`src/rtl/nt_pkg.sv`:
```
// nt_pkg: shared types for the Nixie tube frame controller.
// Holds the value width and the pending-sample bundle.
package nt_pkg;

   localparam int NT_DATA_W = 10;

   typedef logic signed [NT_DATA_W-1:0] nt_value_t;

   typedef struct {
      nt_value_t value;
      logic      ovf;
   } nt_sample_t;

endpackage

```
`src/rtl/nt_prescaler.sv`:
```
// nt_prescaler: scan-phase divider for the Nixie tube frame controller.
// boundary marks the edge that closes a full frame (second half ending).
module nt_prescaler #(
   parameter int SCAN_DIV = 1000
) (
   input  logic clk,
   input  logic rst,
   output logic scan,
   output logic boundary
);

   localparam int            CW   = $clog2(SCAN_DIV);
   localparam logic [CW-1:0] LAST = CW'(SCAN_DIV - 1);

   logic [CW-1:0] div_cnt;
   logic          wrap;

   assign wrap     = (div_cnt == LAST);
   assign boundary = wrap & scan;

   always_ff @(posedge clk or posedge rst) begin
      if (rst) begin
         div_cnt <= '0;
         scan    <= 1'b0;
      end else if (wrap) begin
         div_cnt <= '0;
         scan    <= ~scan;
      end else begin
         div_cnt <= div_cnt + 1'b1;
      end
   end

endmodule

```
`src/rtl/nt_frame_ctrl.sv`:
```
// nt_frame_ctrl: buffers one sample and commits it at frame boundaries.
// Optional stale-data timeout is enabled by defining NT_TIMEOUT_EN.
import nt_pkg::*;

module nt_frame_ctrl #(
   parameter int SCAN_DIV       = 1000,
   parameter int TIMEOUT_FRAMES = 250
) (
   input  logic       clk,
   input  logic       rst,
   input  logic [9:0] in_data,
   input  logic       in_ovf,
   input  logic       in_valid,
   output logic       in_ready,
   output logic [9:0] data,
   output logic       scan,
   output logic       error,
   output logic       frame_tick
);

   logic       boundary;
   logic       accept;
   logic       commit;
   logic       pend_valid;
   logic       have_data;
   logic       ovf_q;
   logic       stale_nxt;
   logic       error_nxt;
   nt_sample_t pend;

   nt_prescaler #(
      .SCAN_DIV (SCAN_DIV)
   ) u_prescaler (
      .clk      (clk),
      .rst      (rst),
      .scan     (scan),
      .boundary (boundary)
   );

   // in_ready is kept as its own flop mirroring !pend_valid
   assign accept = in_valid & in_ready;
   assign commit = boundary & pend_valid;

`ifdef NT_TIMEOUT_EN
   localparam int            TW   = $clog2(TIMEOUT_FRAMES + 1);
   localparam logic [TW-1:0] TMAX = TW'(TIMEOUT_FRAMES);

   logic [TW-1:0] frame_cnt;
   logic [TW-1:0] frame_cnt_nxt;

   always_comb begin
      frame_cnt_nxt = frame_cnt;
      if (commit)
         frame_cnt_nxt = '0;
      else if (boundary && frame_cnt != TMAX)
         frame_cnt_nxt = frame_cnt + 1'b1;
   end

   always_ff @(posedge clk or posedge rst) begin
      if (rst)
         frame_cnt <= '0;
      else
         frame_cnt <= frame_cnt_nxt;
   end

   assign stale_nxt = (frame_cnt_nxt == TMAX);
`else
   assign stale_nxt = 1'b0;
`endif

   // error is registered from next-state terms so it moves with data
   always_comb begin
      error_nxt = 1'b0;
      if (commit)
         error_nxt = pend.ovf | stale_nxt;
      else
         error_nxt = ~have_data | ovf_q | stale_nxt;
   end

   always_ff @(posedge clk or posedge rst) begin
      if (rst) begin
         pend.value <= '0;
         pend.ovf   <= 1'b0;
         pend_valid <= 1'b0;
         in_ready   <= 1'b1;
         data       <= '0;
         have_data  <= 1'b0;
         ovf_q      <= 1'b0;
         frame_tick <= 1'b0;
         error      <= 1'b1;
      end else begin
         frame_tick <= boundary;
         error      <= error_nxt;
         if (accept) begin
            pend.value <= nt_value_t'(in_data);
            pend.ovf   <= in_ovf;
            pend_valid <= 1'b1;
            in_ready   <= 1'b0;
         end
         if (commit) begin
            data       <= pend.value;
            ovf_q      <= pend.ovf;
            have_data  <= 1'b1;
            pend_valid <= 1'b0;
            in_ready   <= 1'b1;
         end
      end
   end

endmodule

```
`config.mk`:
```
export PLATFORM = sky130hd
export DESIGN_NAME = nt_frame_ctrl
export DESIGN_NICKNAME = d
export VERILOG_FILES = /design/src/rtl/nt_pkg.sv /design/src/rtl/nt_prescaler.sv /design/src/rtl/nt_frame_ctrl.sv
export SDC_FILE = /design/constraint.sdc
export NUM_CORES = 1
export LEC_CHECK = 0
export ABC_AREA = 1
export CORE_UTILIZATION = 51
export DETAILED_ROUTE_END_ITERATION = 12
export PLACE_DENSITY = 0.76
export SLEW_MARGIN = 0
export SYNTH_ARGS = -nofsm -noshare
export SYNTH_HDL_FRONTEND = slang
export SYNTH_SLANG_ARGS = --single-unit
export TNS_END_PERCENT = 10
```
`constraint.sdc`:
```
create_clock -name clk -period 1.7 [get_ports clk]
set_input_delay 0.34 -clock clk [delete_from_list [all_inputs] [get_ports clk]]
set_output_delay 0.34 -clock clk [all_outputs]
set_load 0.03 [all_outputs]
```
==> results.json <==
{
  "grt_pass1_wl_um": 5180,
  "dp_hpwl_um": 2160,
  "crit_path_end_kind": "primary output",
  "drt-total-wl_um": 3030,
  "grt_pass1_vias": 1253,
  "die_h_um": 58.5,
  "gr-usage-all-layers": 0.206,
  "fin_util": 0.659,
  "via_per_inst": 4.90,
  "synthSimpleGateAreaFrac": 0.305,
  "htreeDepth": 2,
  "arrival_ns": 1.29,
  "r2r_end": "ovf_q$_DFFE_PP0P_",
  "synth_top_family_by_area": "simple AND/OR/NAND/NOR gates",
  "mostFrequentLayoutCells": "67 x nand2_1, 36 x dfrtp_1, 16 x nor2_1, 13 x inv_1, 13 x clkdlybuf4s50_1",
  "dieArea_um2": 3420,
  "placed_area_um2": 1950,
  "antenna_found_initial": 0,
  "rsz0062_at_grt": "false",
  "synthMuxAreaShare": 0,
  "syn_area_um2": 1630,
  "maxCapViolCount": 0,
  "synth_xor_area_frac": 0.00539,
  "layout_commonest_cell": "nand2_1",
  "critPathMaxFanout": 3,
  "wl_per_cell_um": 11.7,
  "r2r_start": "u_prescaler.div_cnt[0]$_DFF_PP0_",
  "ctsHoldBuffers": 0,
  "gp_congestion": 0.834,
  "drt-initial-drc-count": 40,
  "peakVddDrop_v": 0.000552,
  "post-route-period-util": 0.957,
  "synth.distinct_cells": 24,
  "cts_buffers": 5,
  "core_um2": 3030,
  "hp-class": "in -> async",
  "n_fill_cell": 257,
  "regArea_um2": 953,
  "finClkSkew_ns": 0.0113,
  "portBuffers": 27,
  "reg2reg_depth": 7,
  "relSlewSlack": 0.780,
  "clk_pin_slew_ns": 0.11,
  "grt_overflow": 0,
  "synth_compound_area_frac": 0.0339,
  "yosysWarnings": 0,
  "cp_top_family": "flip-flops",
  "drc": 0,
  "cts-root-buf": "clkbuf_4",
  "drive_gt1_frac": 0.112,
  "start_util": 0.537,
  "seq_area_frac_synth": 0.587,
  "multi_input_area_um2": 581,
  "cts_sinks": 38,
  "crit_path_top_delay_cell": "dfstp_2",
  "vias": 1268,
  "design_area_um2": 2000,
  "die_x_um": 58.5,
  "postRouteAntennaNets": 0,
  "power_density_nw_per_um2": 745,
  "outcome": "finished, final reports clean",
  "reg2reg_slack_ns": 0.23,
  "cts_tree": "yes",
  "hold_violations": 0,
  "slew_viol_final": 0,
  "num_rows": 20,
  "setup_viol": 0,
  "required_ns": 1.36,
  "syn_inst": 182,
  "cts.path.max_buffers": 2,
  "io_pins": 28,
  "crit_chain": "dlygate4sd2_1",
  "worst_setup_path_start_kind": "flop",
  "finalNetCount": 229,
  "fmax_mhz": 614,
  "n_antenna_cell": 0,
  "syn2layout_area_growth_pct": 22.8,
  "synth-seq-cells": 38,
  "worst_skew_pair.late_latency_ns": 0.34,
  "dr.pass1.iters": 4,
  "timing.final.ws_setup_ns": 0.0723,
  "finalSetupTns_ns": 0,
  "leakagePower_uw": 0.00108,
  "dp_slack_ns": 0.138,
  "worst_slew_pin_slew_ns": 0.330,
  "synth_fa_ha_area_frac": 0.00770,
  "synth_fp_nets": 197,
  "fin_crit_ns": 1.63,
  "grt_max_degree": 39,
  "critical_path_class": "reg -> out",
  "syn_avg_cell_area_um2": 8.93,
  "cpPeakStageDelay_ns": 0.56,
  "cp_num_buf_inv": 1
}
## layer usage
| layer | share of wire | GRT usage | up-vias | routed length (um) |
|---|---|---|---|---|
| met4 | 0.017 | 0.0884 | 0 | 52 |
| li1 | - | - | 636 | - |
| met3 | 0.059 | 0.0791 | 8 | 180 |
| met1 | 0.43 | 0.215 | 595 | 1300 |
| met2 | 0.49 | 0.369 | 29 | 1500 |
| met5 | 0 | 0 | - | 0 |
## repair_timing
| item | 4_1_cts | 5_1_grt |
|---|---|---|
| hold endpoints to repair | 0 | 0 |
| gates resized for setup | 12 | 2 |
| setup endpoints to repair | 12 | 9 |
| setup buffers | 0 | 0 |
## logic make-up after synthesis
logic type	after synthesis
adder cells (fa/ha/maj)	1
AO/OA/AOI/OAI	11
flip-flops	38
AND/OR/NAND/NOR	109
XOR/XNOR	1
buffers and inverters	22
## stage by stage
step	total power (uW)	hold slack (ns)	cells
floorplan	1010	0.387	182
global placement	1060	0.430	251
detailed placement	1070	0.446	251
CTS	1500	0.324	259
global route	1550	0.360	259
finish	1490	0.321	259
## cell usage after synthesis (all sizes together)
master	n	area, um2
dfrtp	36	901
dfstp	2	52.6
nand4	12	81.3
ha	1	12.5
nand3	5	30.0
a21oi	5	25.0
nor2	20	104
inv	16	60.1
xor2	1	8.76
or2	1	6.26
nor3	2	10.0
o21ai	6	30.0
buf	4	32.5
clkbuf	2	7.51
nand2	69	264
## cell type report
type / instances / share of cell area
Tap cell: 44 / 0.0276
Clock buffer: 8 / 0.0245
Inverter: 16 / 0.0301
Multi-Input combinational cell: 122 / 0.291
Timing Repair Buffer: 31 / 0.149
Sequential cell: 38 / 0.478
## where the power goes
| group | switching, uW | internal (uW) |
|---|---|---|
| combinational | 43.6 | 47.5 |
| sequential | 22.0 | 936 |
| clock | 272 | 165 |
| total | 337 | 1150 |
## worst max-delay path by stage
stage | to | from | depth (start not counted)
CTS | frame_tick | frame_tick$_DFF_PP0_ | 1
global placement | in_ready | in_ready$_DFFE_PP1P_ | 1
finish | in_ready | in_ready$_DFFE_PP1P_ | 1
detailed placement | data[2]$_DFFE_PP0P_ | u_prescaler.div_cnt[0]$_DFF_PP0_ | 8
floorplan | data[0]$_DFFE_PP0P_ | u_prescaler.div_cnt[0]$_DFF_PP0_ | 9
global route | in_ready | in_ready$_DFFE_PP1P_ | 1
## state kept, by name, indices dropped and copies added, names as in the netlist
signal	flops
u_prescaler.scan	1
pend	11
frame_tick	1
have_data	1
in_ready	1
u_prescaler.div_cnt	10
ovf_q	1
pend_valid	1
error	1
data	10
## worst reg2reg max path: cells and delay by family, from the launching register on
family	cells	cell delay [ns]
buffers and inverters	1	0.10
flip-flops	1	0.39
adder cells (fa/ha/maj)	1	0.20
AND/OR/NAND/NOR	5	0.72
(Power assumes the default switching activity.)
